==> src/rtl/plic_gateway_bank.sv <==
// Per-source PLIC interrupt gateways: each raw line becomes one pending bit that
// stays held until the hart claims it, and the source stays blocked until the hart completes it.
module plic_gateway_bank #(
  parameter int unsigned     NSRC      = 4,
  parameter int unsigned     IDW       = 3,
  parameter logic [NSRC-1:0] EDGE_MASK = '0
) (
  input  logic            clock,
  input  logic            reset,
  input  logic [NSRC-1:0] io_src,
  input  logic            io_claim_valid,
  input  logic [IDW-1:0]  io_claim_id,
  input  logic            io_complete_valid,
  input  logic [IDW-1:0]  io_complete_id,
  output logic [NSRC-1:0] io_ip,
  output logic [NSRC-1:0] io_inflight,
  output logic [NSRC-1:0] io_drop
);

  localparam int unsigned CNTW = 2;
  localparam int unsigned TOKW = 3;

  typedef enum logic [1:0] {
    IDLE     = 2'd0,
    PEND     = 2'd1,
    INFLIGHT = 2'd2
  } state_e;

  // The edge counter holds at most 3 queued edges.
  function automatic logic [CNTW-1:0] sat_cnt(input logic [TOKW-1:0] t);
    return (t > TOKW'(3)) ? CNTW'(3) : t[CNTW-1:0];
  endfunction

  for (genvar i = 0; i < NSRC; i++) begin : g_src
    localparam logic [IDW-1:0] SRC_ID  = IDW'(i + 1);
    localparam bit             IS_EDGE = EDGE_MASK[i];

    state_e          state_q, state_d;
    logic [CNTW-1:0] cnt_q, cnt_d;
    logic [TOKW-1:0] tokens;
    logic            prev_q;
    logic            rise;
    logic            req;
    logic            claim_hit;
    logic            complete_hit;
    logic            drop_d;
    logic            ip_q, inflight_q, drop_q;

    // IDs 0 and > NSRC never match any SRC_ID, so they are ignored for free.
    assign claim_hit    = io_claim_valid && (io_claim_id == SRC_ID);
    assign complete_hit = io_complete_valid && (io_complete_id == SRC_ID);
    assign rise         = IS_EDGE && io_src[i] && !prev_q;
    assign tokens       = TOKW'(cnt_q) + TOKW'(rise);
    assign req          = IS_EDGE ? (tokens != '0) : io_src[i];

    always_comb begin
      state_d = state_q;
      cnt_d   = '0;
      drop_d  = IS_EDGE && (tokens == TOKW'(4));
      case (state_q)
        IDLE:     if (req)          state_d = PEND;
        PEND:     if (claim_hit)    state_d = INFLIGHT;
        INFLIGHT: if (complete_hit) state_d = IDLE;
        default:                    state_d = IDLE;
      endcase
      // One queued edge is consumed when an idle gateway goes pending.
      if (IS_EDGE) begin
        if ((state_q == IDLE) && (tokens != '0)) cnt_d = sat_cnt(TOKW'(tokens - TOKW'(1)));
        else                                     cnt_d = sat_cnt(tokens);
      end
    end

    always_ff @(posedge clock) begin
      if (reset) begin
        state_q    <= IDLE;
        cnt_q      <= '0;
        prev_q     <= 1'b0;
        ip_q       <= 1'b0;
        inflight_q <= 1'b0;
        drop_q     <= 1'b0;
      end else begin
        state_q    <= state_d;
        cnt_q      <= cnt_d;
        prev_q     <= io_src[i];
        ip_q       <= (state_d == PEND);
        inflight_q <= (state_d == INFLIGHT);
        drop_q     <= drop_d;
      end
    end

    assign io_ip[i]       = ip_q;
    assign io_inflight[i] = inflight_q;
    assign io_drop[i]     = drop_q;
  end

endmodule

==> config.mk <==
export PLATFORM = sky130hd
export DESIGN_NAME = plic_gateway_bank
export DESIGN_NICKNAME = d
export VERILOG_FILES = /design/src/rtl/plic_gateway_bank.sv
export SDC_FILE = /design/constraint.sdc
export NUM_CORES = 1
export LEC_CHECK = 0
export CORE_ASPECT_RATIO = 1.25
export CORE_MARGIN = 2
export CORE_UTILIZATION = 35
export CTS_BUF_LIST = sky130_fd_sc_hd__clkbuf_16
export DETAILED_ROUTE_END_ITERATION = 10
export SYNTH_ARGS = -nofsm -noshare
export SYNTH_HDL_FRONTEND = slang
export SYNTH_SLANG_ARGS = --single-unit
==> constraint.sdc <==
create_clock -name clock -period 1.41 [get_ports clock]
set_clock_uncertainty 0.2 [all_clocks]
set_input_delay 0.2115 -clock clock [delete_from_list [all_inputs] [get_ports clock]]
set_output_delay 0.2115 -clock clock [all_outputs]
set_load 0.01 [all_outputs]
==> results.md, run 1 <==
* Worst-path maximum fanout at 4
* CTS Sinks at 16
* Unrepaired setup endpoints after global routing: false
* CP endpoint kind: flop
* Yosys top cell by area: dfxtp_1
* Initial core utilization at 37.5%
* Metal3 WL at 94 um
* I/O pin count at 26
* Vias at 599
* Clk root buf: clkbuf_16
* Setup TNS at 0 ns
* Initial antenna violation count at 0
* # port buffers at 21
* Non-Filler Instances at 112
* First-pass GRT wire length at 2180 um
* LEAKAGE at 0.440 nW
* Drt initial violations at 7
* CTS Buffer Depth at 2
* Final ANT Viol Nets at 0
* CP Data Arrival Time at 1.28 ns
* Post-synthesis cell area at 751 um^2
* Period utilisation layout at 96.1%
* DP Area at 971 um^2
* Most common cell in the netlist: dfxtp_1
* Startpoint Class: input pin
* Met1 WL at 611 um
* Critical path class: in -> reg
* Synthesized area per cell at 11.0 um^2
* Gate Count Post-Synth at 68
* Drt drc at 0
* Core region area at 2000 um^2
* CTS H-Tree Depth at 1
* Die W at 45.4 um
* Maximum vdd drop at 0.000544 V
* FF-to-FF path depth at 2
* Worst skew pair latency at 0.24 ns
* Vias per inst at 5.35
* Met2 wire length at 618 um
* Tmin final at 1.35 ns
* CP peak stage delay at 0.44 ns
* Placed Instances at 109
* Worst path required time at 1.34 ns
* Post-synthesis sequential area ratio at 42.7%
* PnR Total Power at 1.16 mW
* Row count at 18
* Post-Route Utilization at 52.6%
* Max-Cap Viols at 0
* Dpl hpwl at 1050 um
* Synth area leaders: dfxtp_1 (43%), buf_4 (12%), nand4bb_1 (4.5%), o221a_1 (4.5%), o221a_2 (4.5%)
* Slew Limit Fails at 0
* Total CTS buffers at 3
* Die ar. at 2530 um^2
* Most used flip-flop cell after synthesis: dfxtp_1
* Post-CTS Hold Buffers at 0
* Netlist cell types at 22
* WL final at 1340 um
* Worst Hold Depth at 3
* Nets at 108
* Min-delay src: io_claim_id[2]
* Routed len/inst at 11.9 um
* Outcome: completed
* Die height at 55.8 um
* WP buf/inv at 1
* Yosys top cell area share at 42.7%
* HP Class: in -> reg
* Seq cells post-synth at 16
* Reg2reg start: g_src[2].state_q[0]
* Hold Path Sink: g_src[3].state_q[1]
* FF-to-FF End: g_src[2].inflight_q
* Final hold vios at 0
* CP Cell Sequence: clkdlybuf4s50_1 -> or3b_4 -> o221a_1
* Largest net degree at the start of global routing at 11
* Setup violators final at 0
* CTS tree: done
* GPL Wtd Cong at 0.692
* Clk slew on worst S/H paths at 0.05 ns
* Number of global-route vias before repair at 538
* Share of cells above drive strength 1 at 25.0%
* Highest Clock Rate at 738 MHz
* Reg2reg setup slack at 0.20 ns
* Top layer in use: met4
* Crit-path slowest cell: clkdlybuf4s50_1
* P per Cell Area at 1100 nW/um^2
* Global route overflow at 0
* Antenna Cells at 0
* Global Route Usage Sum at 11.5%
* Post-synth EDFFs at 0
* TritonRoute pass-1 iters at 4
* Ys Warns at 0
* Async S/R FF share, synth at 0%
* Synth-to-layout area growth at 40.3%
* Top cell family by delay on the critical path: buffers and inverters
* Fin area at 1050 um^2
* Synth cell count leaders: dfxtp_1 (16), buf_4 (12), nor2_1 (4), o22ai_1 (4)
[layer usage]
layer	vias to the layer above	global-route usage [%]
met5	-	0
met4	0	6.30
met3	2	2.92
met2	21	16.7
met1	274	15.1
li1	302	-
[layout by cell type, fill, tap and decap left out, drive strengths merged]
cell type / Yosys / layout
clkbuf: 0 / 3
nand2: 2 / 2
buf: 13 / 10
nor3b: 2 / 2
dlygate4sd2: 0 / 10
a2111oi: 2 / 2
nand2b: 1 / 1
nor2: 4 / 4
or2: 1 / 1
clkdlybuf4s50: 0 / 10
conb: 1 / 4
a22o: 2 / 2
o221a: 6 / 6
nor4bb: 2 / 2
dlymetal6s2s: 0 / 1
and4bb: 1 / 1
o22ai: 4 / 4
o32ai: 2 / 2
nand4bb: 3 / 3
nand3b: 1 / 1
dfxtp: 16 / 16
and4b: 1 / 1
or3b: 4 / 4
[power by group]
group / leakage [nW] / switching, mW / internal (mW) / total [mW]
clock: 0.0370 / 0.156 / 0.371 / 0.526
sequential: 0.132 / 0.0146 / 0.475 / 0.489
combinational: 0.271 / 0.0553 / 0.0862 / 0.141
[worst max path at each step]
stage,start,to,slack (ns),depth (start not counted)
CTS,io_claim_id[2],g_src[3].state_q[0],0.009,3
global placement,io_claim_id[1],g_src[3].ip_q,-0.27,3
global route,io_claim_id[0],g_src[1].state_q[0],0.01,3
finish,io_claim_id[0],g_src[3].ip_q,0.06,3
floorplan,io_claim_id[0],g_src[3].ip_q,0.27,2
detailed placement,reset,g_src[1].ip_q,-0.29,4
[logic make-up (layout without fill, tap and decap cells)]
logic type	after synthesis	in the layout	share of synthesized area, %
compound gates	16	16	20.0
flops	16	16	42.7
simple gates	22	22	23.3
other cells	1	4	0.500
buf+inv	13	34	13.5
[area by class of cell]
cell class / instances / area, um^2
fillers: 176 / 951
multi-input cells: 42 / 358
flip-flops and latches: 16 / 320
repair buffers: 31 / 275
clock buffers: 3 / 75.1
well taps: 20 / 25.0
[worst register-to-register path, cell delays in order, from the launching register on]
cell	delay, ns
dfxtp_1	0.35
or3b_1	0.42
o22ai_1	0.17
[through the flow]
step / worst slack [ns] / hold slack, ns
after floorplan: 0.274 / 0.189
after global placement: -0.275 / 0.279
after detailed placement: -0.290 / 0.284
after CTS: 0.00861 / 0.309
after global routing: 0.0142 / 0.298
final: 0.0553 / 0.269
[state kept, by name, summed over array words and instances (netlist names)]
name,count
g_src.inflight_q,4
g_src.ip_q,4
g_src.state_q,8
[timing repair]
item / in CTS / in global routing
resized for setup: 11 / 3
pin swaps: 0 / 3
setup endpoints to repair: 13 / 4
setup buffers: 0 / 0
gates cloned: 0 / 0
Power figures use the tool's default switching activity.
==> run 2: changes to the inputs <==
- clock period: 1.41 -> 1.4 ns (I/O delays scaled with it)
==> results of run 2 <==
The final DEF is identical to that of run 1. Status: completed.
Main changes from that run: setup slack after placement -0.290 ns -> -0.299 ns; setup slack after layout 0.0553 ns -> 0.0468 ns; hold slack 0.269 ns -> 0.268 ns; register-to-register setup slack 0.20 ns -> 0.19 ns; total power 1.16 mW -> 1.17 mW; worst IR drop on VDD 0.000544 V -> 0.000548 V
